`config.mk`:
```
export PLATFORM = sky130hd
export DESIGN_NAME = lbp
export DESIGN_NICKNAME = d
export VERILOG_FILES = /design/src/rtl/lbp.sv
export SDC_FILE = /design/constraint.sdc
export NUM_CORES = 1
export LEC_CHECK = 0
export ABC_CLOCK_PERIOD_IN_PS = 4900
export BUFFER_PORTS_ARGS = -buffer_cell sky130_fd_sc_hd__buf_2
export CORE_MARGIN = 4
export CORE_UTILIZATION = 50
export CTS_CLUSTER_DIAMETER = 40
export CTS_CLUSTER_SIZE = 25
export DETAILED_ROUTE_END_ITERATION = 8
export PLACE_DENSITY_LB_ADDON = 0.15
export SLEW_MARGIN = 20
export SYNTH_ARGS = -nofsm -noshare
export SYNTH_HDL_FRONTEND = slang
export SYNTH_SLANG_ARGS = --single-unit
export TNS_END_PERCENT = 30
```
`constraint.sdc`:
```
create_clock -name clk_i -period 4.9 [get_ports clk_i]
set_input_delay 0.735 -clock clk_i [delete_from_list [all_inputs] [get_ports clk_i]]
set_output_delay 0.735 -clock clk_i [all_outputs]
set_load 0.02 [all_outputs]
```
`src/rtl/lbp.sv`:
```
// Loop branch predictor: learns branches taken a fixed number of times, then not taken once.
// Latency: lookup is combinational (0 cycles); an update is visible on the cycle after its edge.
// Backpressure: none; every update is absorbed in one cycle, and flush_i wins over a coincident update.
//
// Ports:
//   clk_i, rst_ni          clock, asynchronous active-low reset
//   flush_i                invalidate every entry at the next edge
//   debug_mode_i           suppress training while high (lookups still answer)
//   vpc_i                  fetch PC to look up
//   upd_valid_i/_pc_i/_taken_i   resolved conditional branch
//   lbp_valid_o            confident hit on vpc_i
//   lbp_taken_o            predicted direction (hit and iteration not yet at trip count)
module lbp #(
  parameter int unsigned VLEN       = 64,
  parameter int unsigned NR_ENTRIES = 16,
  parameter int unsigned TAG_BITS   = 8,
  parameter int unsigned CNT_BITS   = 10,
  parameter int unsigned CONF_MAX   = 3
) (
  input  logic            clk_i,
  input  logic            rst_ni,
  input  logic            flush_i,
  input  logic            debug_mode_i,
  input  logic [VLEN-1:0] vpc_i,
  input  logic            upd_valid_i,
  input  logic [VLEN-1:0] upd_pc_i,
  input  logic            upd_taken_i,
  output logic            lbp_valid_o,
  output logic            lbp_taken_o
);

  localparam int unsigned IDX_BITS = $clog2(NR_ENTRIES);
  localparam int unsigned TAG_HI   = IDX_BITS + TAG_BITS;

  localparam logic [CNT_BITS-1:0] CNT_MAX  = '1;
  localparam logic [CNT_BITS-1:0] CNT_ZERO = '0;
  localparam logic [CNT_BITS-1:0] CNT_ONE  = CNT_BITS'(1);
  localparam logic [1:0]          CONF_TOP = 2'd3;
  localparam logic [1:0]          CONF_REQ = 2'(CONF_MAX);

  // Table state
  logic [NR_ENTRIES-1:0] valid_q;
  logic [TAG_BITS-1:0]   tag_q  [NR_ENTRIES];
  logic [CNT_BITS-1:0]   trip_q [NR_ENTRIES];
  logic [CNT_BITS-1:0]   iter_q [NR_ENTRIES];
  logic [1:0]            conf_q [NR_ENTRIES];

  // Bit 0 is skipped so compressed and full-width branches share one index space.
  logic [IDX_BITS-1:0] lk_idx;
  logic [TAG_BITS-1:0] lk_tag;
  logic [IDX_BITS-1:0] up_idx;
  logic [TAG_BITS-1:0] up_tag;

  assign lk_idx = vpc_i[IDX_BITS:1];
  assign lk_tag = vpc_i[TAG_HI:IDX_BITS+1];
  assign up_idx = upd_pc_i[IDX_BITS:1];
  assign up_tag = upd_pc_i[TAG_HI:IDX_BITS+1];

  // High PC bits and bit 0 play no part in indexing or tagging.
  logic unused_pc_bits;
  assign unused_pc_bits = ^{vpc_i[VLEN-1:TAG_HI+1], vpc_i[0],
                            upd_pc_i[VLEN-1:TAG_HI+1], upd_pc_i[0]};

  // ---------------------------------------------------------------------------
  // Lookup
  // ---------------------------------------------------------------------------
  logic lk_hit;

  always_comb begin
    lk_hit      = valid_q[lk_idx] && (tag_q[lk_idx] == lk_tag);
    lbp_valid_o = lk_hit && (conf_q[lk_idx] == CONF_REQ);
    lbp_taken_o = lk_hit && (iter_q[lk_idx] != trip_q[lk_idx]);
  end

  // ---------------------------------------------------------------------------
  // Training: next state of the single entry addressed by the update
  // ---------------------------------------------------------------------------
  logic                cur_valid;
  logic [TAG_BITS-1:0] cur_tag;
  logic [CNT_BITS-1:0] cur_trip;
  logic [CNT_BITS-1:0] cur_iter;
  logic [1:0]          cur_conf;
  logic [CNT_BITS-1:0] iter_inc;
  logic                up_hit;
  logic                up_en;

  logic                we_d;
  logic                valid_d;
  logic [TAG_BITS-1:0] tag_d;
  logic [CNT_BITS-1:0] trip_d;
  logic [CNT_BITS-1:0] iter_d;
  logic [1:0]          conf_d;

  always_comb begin
    cur_valid = valid_q[up_idx];
    cur_tag   = tag_q[up_idx];
    cur_trip  = trip_q[up_idx];
    cur_iter  = iter_q[up_idx];
    cur_conf  = conf_q[up_idx];
    iter_inc  = cur_iter + CNT_ONE;
    up_hit    = cur_valid && (cur_tag == up_tag);
    up_en     = upd_valid_i && !debug_mode_i;

    we_d    = 1'b0;
    valid_d = cur_valid;
    tag_d   = cur_tag;
    trip_d  = cur_trip;
    iter_d  = cur_iter;
    conf_d  = cur_conf;

    if (up_en) begin
      if (up_hit) begin
        we_d = 1'b1;
        if (upd_taken_i) begin
          if (cur_iter == CNT_MAX) begin
            // Loop longer than the counter can represent: give up on it.
            valid_d = 1'b0;
          end else begin
            iter_d = iter_inc;
            // Ran past the learned exit: the trip count is stale.
            if ((cur_trip != CNT_ZERO) && (iter_inc > cur_trip)) begin
              trip_d = CNT_ZERO;
              conf_d = 2'd0;
            end
          end
        end else begin
          if (cur_iter == CNT_ZERO) begin
            // Fell through with no body iterations: not a loop branch.
            valid_d = 1'b0;
          end else begin
            if ((cur_trip != CNT_ZERO) && (cur_iter == cur_trip)) begin
              if (cur_conf != CONF_TOP) conf_d = cur_conf + 2'd1;
            end else begin
              trip_d = cur_iter;
              conf_d = 2'd0;
            end
            iter_d = CNT_ZERO;
          end
        end
      end else if (upd_taken_i) begin
        we_d = 1'b1;
        // A confident occupant is only worn down, so one stray branch
        // cannot evict a well-trained loop.
        if (!cur_valid || (cur_conf == 2'd0)) begin
          valid_d = 1'b1;
          tag_d   = up_tag;
          trip_d  = CNT_ZERO;
          iter_d  = CNT_ONE;
          conf_d  = 2'd0;
        end else begin
          conf_d = cur_conf - 2'd1;
        end
      end
    end
  end

  always_ff @(posedge clk_i or negedge rst_ni) begin
    if (!rst_ni) begin
      valid_q <= '0;
      for (int i = 0; i < int'(NR_ENTRIES); i++) begin
        tag_q[i]  <= '0;
        trip_q[i] <= '0;
        iter_q[i] <= '0;
        conf_q[i] <= '0;
      end
    end else if (flush_i) begin
      valid_q <= '0;
    end else if (we_d) begin
      valid_q[up_idx] <= valid_d;
      tag_q[up_idx]   <= tag_d;
      trip_q[up_idx]  <= trip_d;
      iter_q[up_idx]  <= iter_d;
      conf_q[up_idx]  <= conf_d;
    end
  end

endmodule

```
==> flow_metrics.py <==
metrics = {
    "layout": {
        "fin_area_um2": 32830,
        "syn2layout_area_growth_pct": 19.55,
        "final_util_pct": 60.65,
        "nets": 2752,
        "final_layout_size_suffix_gt1_share_pct": 27.58,
    },
    "sta": {
        "period_share_pct": 95.12,
        "period_needed_ns": 4.661,
        "tns_ns": 0,
        "setup_viol": 0,
        "rsz0062_at_grt": "no",
        "worst_slew_pin_slew_ns": 1.191,
        "fin_worst_skew_ns": 0.02654,
        "holdWs_ns": 0.1681,
        "fmax_mhz": 214.5,
        "max_slew_margin_pct": 20.29,
        "hold_viol_final": 0,
        "setup_ws_ns": 0.2389,
        "maxSlewViolCount": 0,
    },
    "synthesis": {
        "synth_nets": 2644,
        "avgSynthCellArea_um2": 11.00,
        "synthCells": 2496,
        "yosysUniqueCellTypes": 81,
        "yosys_register_bits": 496,
        "synth_edf_count": 0,
        "ys.flop_type": "dfrtp_1",
        "synth-seq-area-share_pct": 45.20,
        "ys_async_sr_fraction_pct": 100.0,
        "synth-warning-count": 0,
        "synthesis.area_um2": 27460,
    },
    "worst_setup_path": {
        "path_class": "in2out",
        "cp.arrival_ns": 3.93,
        "crit_required_ns": 4.16,
        "cp-start-kind": "primary input",
        "end_kind": "primary output",
        "crit_fanout": 22,
    },
    "detailed_routing": {
        "wl_mm": 84.24,
        "wl_per_cell_um": 24.97,
        "vias": 21310,
        "drt_iter0_markers": 2008,
        "antenna_left": 0,
        "drt-vias-per-instance": 6.315,
        "drc_errors": 0,
        "drt-pass1-iter-count": 5,
    },
    "global_route": {
        "grt_first_pass_wirelength_mm": 131.4,
        "grt-ovfl-total": 0,
        "grt_pass1_vias": 21930,
        "grt_usage_pct": 28.91,
        "grt_antenna_before_repair": 1,
        "grt_max_degree": 117,
    },
    "die": {
        "die_area_um2": 58740,
        "num_io_pins": 136,
        "fp.dieH_um": 242.4,
        "die_w_um": 242.4,
        "initial_core_util_pct": 50.73,
        "core-area_um2": 54130,
        "fp-row-count": 85,
    },
    "power": {
        "combinationalPowerShare_pct": 12.3,
        "p_clk_share_pct": 51.1,
        "p_switching_mw": 3.280,
        "seqPwrFrac_pct": 36.7,
        "p_int_mw": 9.063,
        "powerDensity_nw_per_um2": 375.9,
        "ir_worst_vdd_uv": 358.6,
        "switching_share_pct": 26.57,
        "p_leak_nw": 14.29,
    },
    "clocking": {
        "hold_buffers": 0,
        "post_cts_buffers": 0,
        "cts_tree": "built",
        "path_clk_slew_ns": 0.05,
        "htree_levels": 3,
        "clock_sinks": 496,
        "clock_latency_ns": 0.64,
        "ctsResizeCount": 0,
        "cts_buffers": 84,
        "root_buffer": "clkbuf_16",
        "clock_path_buffers": 3,
    },
    "placed_design": {
        "finalWeightedCongestion": 0.9162,
        "io_buffers": 31,
        "dpl.hpwl_mm": 55.84,
        "pre_cts_ws_ns": -0.1020,
        "dpl-instance-area_um2": 29770,
    },
    "status": {
        "status": "completed",
    },
    "worst_hold_path": {
        "hold_class": "in2async",
    },
    "job": {
        "cap_violations": 0,
    },
}
==> cells by family (layout without fill, tap and decap cells) <==
| group | count (synthesis) | count (layout) | synth area share [%] |
|---|---|---|---|
| buffers and inverters | 239 | 419 | 4.155 |
| adders and majority gates | 14 | 14 | 0.6378 |
| other | 0 | 2 | 0 |
| xor gates and xnor gates | 38 | 38 | 1.212 |
| AOI/OAI and AO/OA | 669 | 669 | 13.71 |
| and+or+nand+nor | 722 | 722 | 11.57 |
| muxes | 318 | 318 | 23.52 |
| DFF | 496 | 496 | 45.20 |
==> cells in the final DEF (no fill, tap or decap), types with 8 or more instances in the layout <==
cell type | Yosys | routed
dfrtp_1 | 496 | 496
nand2_1 | 364 | 364
o21ai_0 | 348 | 346
mux4_2 | 244 | 244
a21oi_1 | 203 | 202
nor2_1 | 202 | 199
buf_4 | 18 | 171
clkbuf_16 | 0 | 85
buf_12 | 0 | 45
mux2i_1 | 42 | 42
a22oi_1 | 33 | 31
xor2_1 | 28 | 28
nand3_1 | 45 | 28
buf_2 | 35 | 24
mux2_2 | 19 | 19
inv_1 | 16 | 16
nand3_2 | 0 | 16
nor3_2 | 10 | 14
ha_1 | 14 | 13
bufinv_16 | 0 | 13
mux4_1 | 12 | 12
nand2b_1 | 12 | 12
nor3_1 | 17 | 12
clkinv_2 | 0 | 11
clkinvlp_4 | 0 | 11
nor2b_1 | 12 | 10
xnor2_1 | 10 | 10
inv_8 | 0 | 9
nor4_1 | 8 | 8
a31oi_1 | 8 | 8
a21oi_2 | 7 | 8
==> synth_stat cells (10+ instances only) <==
cell type / n / share of area (%)
mux4_2: 244 / 20
buf_2: 35 / 0.64
nand2b_1: 12 / 0.27
mux2i_1: 42 / 1.5
clkbuf_1: 129 / 1.8
buf_1: 22 / 0.30
mux4_1: 12 / 1.1
nor2b_1: 12 / 0.27
a21oi_1: 203 / 3.7
a22oi_1: 33 / 0.90
mux2_2: 19 / 0.78
inv_1: 16 / 0.22
buf_6: 16 / 0.66
nand2_1: 364 / 5.0
nor3_1: 17 / 0.31
buf_4: 18 / 0.49
nor3_2: 10 / 0.36
dfrtp_1: 496 / 45
nand3_1: 45 / 0.82
ha_1: 14 / 0.64
xor2_1: 28 / 0.89
xnor2_1: 10 / 0.32
nor2_1: 202 / 2.8
o21ai_0: 348 / 6.3
==> critical path, cell delays in order <==
cell	delay (ns)
clkbuf_8	0.25
buf_12	0.26
mux4_2	0.54
mux4_2	0.53
xor2_1	0.22
nor4_1	0.24
buf_4	0.20
nand3_1	0.12
a311oi_1	0.46
buf_4	0.20
buf_2	0.15
==> state kept, by name (all words and copies together), names as in the netlist <==
signal,cells
conf_q,32
iter_q,160
tag_q,128
trip_q,160
valid_q,16
==> metal layers <==
metal  GRT usage [%]  share of wire [%]
met1           40.35                 42
met5               0                  0
met3           6.043                8.1
met2           45.63                 47
met4           9.937                3.4
==> cell type report <==
type | instances | area, um2
fillers | 4252 | 21300
well taps | 696 | 870.8
diodes | 2 | 5.005
repair buffers | 244 | 2356
inverters | 17 | 63.81
clock inverters | 62 | 839.6
multi-input cells | 1761 | 14080
clock buffers | 96 | 2208
flip-flops and latches | 496 | 12410
==> final timing paths <==
path / from / endpoint / slack (ns) / depth (start not counted)
min in group clk_i: iter_q[117] / iter_q[117] / 0.50 / 2
worst max register to register: iter_q[0] / trip_q[44] / 0.43 / 18
worst min register to register: iter_q[117] / iter_q[117] / 0.50 / 2
worst max-delay path: vpc_i[1] / lbp_valid_o / 0.24 / 11
worst min-delay path: rst_ni / tag_q[63] / 0.17 / 1
max in group asynchronous: rst_ni / iter_q[148] / 3.55 / 2
==> power by group through the flow <==
stage | Sequential, mW | Combinational, mW | Clock [mW]
final | 4.52 | 1.52 | 6.30
after global routing | 4.55 | 1.65 | 6.59
after CTS | 4.52 | 1.52 | 6.38
after detailed placement | 4.58 | 1.51 | 0
after global placement | 4.56 | 1.49 | 0
after floorplan | 4.52 | 0.992 | 0
==> stage by stage <==
stage / total power, mW / std cells
6_report: 12.34 / 3374
5_1_grt: 12.79 / 3373
4_1_cts: 12.42 / 3372
3_5_place_dp: 6.098 / 3214
3_3_place_gp: 6.047 / 3214
2_1_floorplan: 5.515 / 2496
(Power assumes the default switching activity.)
